$ cat src/rtl/cmp_scheduler.sv
// cmp_scheduler: round-robin arbiter sharing one 4-bit comparator among NREQ requesters; define CMP_SCHED_STATS_EN for saturating grant counters
module cmp_scheduler #(
    parameter int NREQ = 4,
    parameter int IDW  = 2
) (
    input  logic              clk,
    input  logic              rst_n,
    input  logic [NREQ-1:0]   req_valid,
    input  logic [NREQ*4-1:0] req_x,
    input  logic [NREQ*4-1:0] req_y,
    input  logic [NREQ*2-1:0] req_s,
    output logic [NREQ-1:0]   req_ready,
    output logic              rsp_valid,
    input  logic              rsp_ready,
    output logic [IDW-1:0]    rsp_id,
    output logic [7:0]        rsp_data,
    output logic [NREQ*8-1:0] stat_cnt
);
    typedef enum logic [1:0] {IDLE, EXEC, RESP} state_t;

    state_t         r_state, w_next;
    logic [IDW-1:0] r_last, w_win;
    logic           w_found, w_accept;
    logic [3:0]     r_x, r_y;
    logic [1:0]     r_s;
    logic [IDW-1:0] r_id;
    logic [7:0]     r_data, w_res;

    // round-robin search starting just after the last winner
    always_comb begin
        w_found = 1'b0;
        w_win   = '0;
        for (int k = 1; k <= NREQ; k++)
            if (!w_found && req_valid[(int'(r_last) + k) % NREQ]) begin
                w_found = 1'b1;
                w_win   = IDW'((int'(r_last) + k) % NREQ);
            end
    end

    assign w_accept  = (r_state == IDLE) && w_found;
    assign req_ready = (rst_n && w_accept) ? NREQ'(1) << w_win : '0;
    assign rsp_valid = (r_state == RESP);
    assign rsp_id    = r_id;
    assign rsp_data  = r_data;

    // comparison on the registered operands, all unsigned
    always_comb begin
        w_res = (r_s == 2'b00) ? {7'b0, r_x == r_y} :
                (r_s == 2'b01) ? {7'b0, r_x > r_y}  :
                (r_s == 2'b10) ? {7'b0, r_x < r_y}  :
                                 {4'b0, (r_x > r_y) ? r_x : r_y};
    end

    // next state: one cycle to accept, one to compute, hold response until taken
    always_comb begin
        w_next = r_state;
        case (r_state)
            IDLE:    w_next = w_found ? EXEC : IDLE;
            EXEC:    w_next = RESP;
            RESP:    w_next = rsp_ready ? IDLE : RESP;
            default: w_next = IDLE;
        endcase
    end

    // state register, grant pointer, operand capture and result registers
    always_ff @(posedge clk or negedge rst_n) begin
        if (!rst_n) begin
            r_state <= IDLE;
            r_last  <= IDW'(NREQ - 1);
            r_x     <= '0;
            r_y     <= '0;
            r_s     <= '0;
            r_id    <= '0;
            r_data  <= '0;
        end else begin
            r_state <= w_next;
            if (w_accept) begin
                r_last <= w_win;
                r_x    <= req_x[w_win*4 +: 4];
                r_y    <= req_y[w_win*4 +: 4];
                r_s    <= req_s[w_win*2 +: 2];
            end
            if (r_state == EXEC) begin
                r_data <= w_res;
                r_id   <= r_last;
            end
        end
    end

`ifdef CMP_SCHED_STATS_EN
    logic [NREQ*8-1:0] r_cnt;

    // per-requester accept counters that stick at 8'hFF
    always_ff @(posedge clk or negedge rst_n) begin
        if (!rst_n)
            r_cnt <= '0;
        else if (w_accept)
            r_cnt[w_win*8 +: 8] <= r_cnt[w_win*8 +: 8] + {7'b0, r_cnt[w_win*8 +: 8] != 8'hFF};
    end

    assign stat_cnt = r_cnt;
`else
    assign stat_cnt = '0;
`endif
endmodule

$ cat config.mk
export PLATFORM = sky130hd
export DESIGN_NAME = cmp_scheduler
export DESIGN_NICKNAME = d
export VERILOG_FILES = /design/src/rtl/cmp_scheduler.sv
export SDC_FILE = /design/constraint.sdc
export NUM_CORES = 1
export LEC_CHECK = 0
export ABC_CLOCK_PERIOD_IN_PS = 5200
export CAP_MARGIN = 10
export CORE_ASPECT_RATIO = 1.25
export CORE_UTILIZATION = 59
export CTS_BUF_LIST = sky130_fd_sc_hd__clkbuf_2
export CTS_CLUSTER_DIAMETER = 150
export DETAILED_ROUTE_END_ITERATION = 8
export DONT_BUFFER_PORTS = 1
export GPL_TIMING_DRIVEN = 1
export PLACE_DENSITY = 0.87
export SKIP_CTS_REPAIR_TIMING = 1
export SYNTH_ARGS = -nofsm -noshare
export SYNTH_HDL_FRONTEND = slang
export SYNTH_SLANG_ARGS = --single-unit
$ cat constraint.sdc
create_clock -name clk -period 5.2 [get_ports clk]
set_clock_uncertainty 0.15 [all_clocks]
set_input_delay 0.26 -clock clk [delete_from_list [all_inputs] [get_ports clk]]
set_output_delay 0.26 -clock clk [all_outputs]
set_load 0.02 [all_outputs]
==> flow_summary.toml <==
[global_route]
grt_pass1_vias = 1022
antenna_found_initial = 0
grt_usage_pct = 23.4
grt_max_degree = 30
grt_pass1_wl_um = 4660
grt-ovfl-total = 0

[final_layout]
fin_cells = 237
design_area_um2 = 1680
drive_gt1_share_pct = 4.41
antenna_cells = 0
synthToLayoutAreaGrowth_pct = 7.70
layout.nets = 256
fin_util_pct = 67.8

[clock_network]
clk_latency_ns = 0.34
cts_root_buf = "clkbuf_2"
htreeDepth = 1
cts_sinks = 20
clk_pin_slew_ns = 0.21
cts_buffers = 3
cts_tree = "yes"
clockBufferDepth = 2

[synth]
yosysSeqAreaShare_pct = 32.3
yosysTopAreaCell = "dfrtp_1"
synth_top_area_share_pct = 28.9
synth.top_cells.by_area = "dfrtp_1 (29%), buf_4 (17%), a222oi_1 (6.4%)"
yosysMostFrequentCell = "buf_4"
syn_inst = 189
ys_ff_latch = 20
synthTopCellsByCount = "buf_4 (36), nor2_1 (19), dfrtp_1 (18), nand2_1 (18), a31oi_1 (13)"
synth_flop_cell = "dfrtp_1"
avgSynthCellArea_um2 = 8.25
async_reset_ff_share_pct = 100
syn_area_um2 = 1560
ys_types = 36
yosysWarnings = 0
synth-edff-count = 0

[pwr]
p_per_area_nw_per_um2 = 594
power_mw = 0.997
leakage_nw = 0.771
ir_drop_mv = 0.332

[place]
pre_cts_ws_ns = 3.08
portBuffers = 0
dp.cells = 212
placed_area_um2 = 1420
routabilityCongestion = 0.910
hpwl_um = 2430

[detailed_routing]
wirelength_um = 3580
drt-vias-per-instance = 5.90
routedWlPerCell_um = 15.1
num_vias = 1398
drc_errors = 0
drt-pass1-iter-count = 8
drt_iter0_drc = 97
ant_nets = 0

[critical_path]
r2r_start = "r_last[0]"
critical-path-max-stage-delay_ns = 0.68
required_ns = 5.35
reg2reg_depth = 6
worstSetupStartpointType = "register"
worstSetupEndpointType = "register"
crit_chain = "and2b_1 > nor2_1 > a21o_1 > a222oi_1 > a31oi_1 > dlygate4sd3_1"
path_max_fanout = 11
path_class = "reg -> reg"
critPathArrivalTime_ns = 2.74
rrSetupSlack_ns = 2.61
r2r-end = "r_s[1]"
critPathSlowestCell = "dfstp_2"

[timing]
max_freq_ghz = 0.385
drv_slew = 0
hold_ws_ns = -0.00858
finalSetupTns_ns = 0
fin_crit_sh_pct = 49.9
post-route-min-period_ns = 2.59
fin_ws_ns = 2.61
setup_violations = 0
hold_viol_final = 1
relSlewSlack_pct = 40.1
rsz0062_at_grt = "no"
worst_pin_slew_ns = 0.895

[die]
start_util_pct = 62.9
dieHeight_um = 59.5
ioPinCount = 94
fp.dieW_um = 48.0
std_cell_rows = 20
core-area_um2 = 2480
dieArea_um2 = 2850

[hold_path]
min_path_cells = 2
hp-start = "req_y[9]"
hold_end = "r_y[1]"
hold_path.class = "in -> reg"

[run_status]
status = "complete, but fails checks"
failed_checks = "negative hold slack"

[job]
drv_cap = 0
==> cells in the final DEF (no fill, tap or decap), types with 3 or more instances in the layout <==
master	n
dfrtp_1	18
inv_1	8
conb_1	36
dlygate4sd3_1	21
and3_1	5
nand2_1	18
nor2_1	19
nand3_1	4
o21ai_0	12
a222oi_1	10
nand2b_1	3
clkbuf_2	3
a31oi_1	13
mux2i_1	3
a21oi_1	3
ha_1	4
==> registers in the layout, indices dropped and copies added (netlist names) <==
register	count
rsp_data	4
r_last	2
r_x	4
r_state	2
r_y	4
rsp_id	2
r_s	2
==> kinds of logic after synthesis <==
group,Yosys count,share of synthesized area (%)
compound gates,50,23.3
fa+ha+maj,4,3.21
other cells,1,0.241
buf+inv,54,22.5
mux,3,1.93
simple gates,57,16.6
flops,20,32.3
==> final cells by class <==
type | count | area (um2)
multi-input cells | 150 | 842
fillers | 193 | 798
flip-flops and latches | 20 | 503
repair buffers | 22 | 218
well taps | 33 | 41.3
clock inverters | 1 | 30.0
inverters | 8 | 30.0
clock buffers | 3 | 15.0
==> power by group <==
group	total (mW)	internal (mW)	switching, mW	leakage, nW
registers	0.356	0.242	0.114	0.235
clock network	0.118	0.0664	0.0519	0.0266
logic	0.523	0.231	0.292	0.509
==> how the worst max path moves through the flow <==
stage,cells past startpoint,to,from
floorplan,6,req_ready[2],r_last[0]
global placement,4,req_ready[3],r_last[0]
detailed placement,4,req_ready[0],r_last[0]
CTS,4,req_ready[0],r_last[0]
global route,6,r_y[3],r_last[0]
finish,6,r_s[1],r_last[0]
==> metal layers <==
metal | vias up | wire (um) | GRT usage, %
met5 | - | 0 | 0
met4 | 0 | 60 | 10.3
met3 | 8 | 340 | 4.57
met2 | 116 | 1760 | 34.9
met1 | 633 | 1420 | 32.1
li1 | 641 | - | -
==> critical path, delay by kind of cell (launching register included) <==
kind	cells	cell delay, ns
DFF	1	0.68
buffers and inverters	1	0.57
AOI/OAI and AO/OA	3	0.73
and+or+nand+nor	2	0.44
Power figures use the tool's default switching activity.
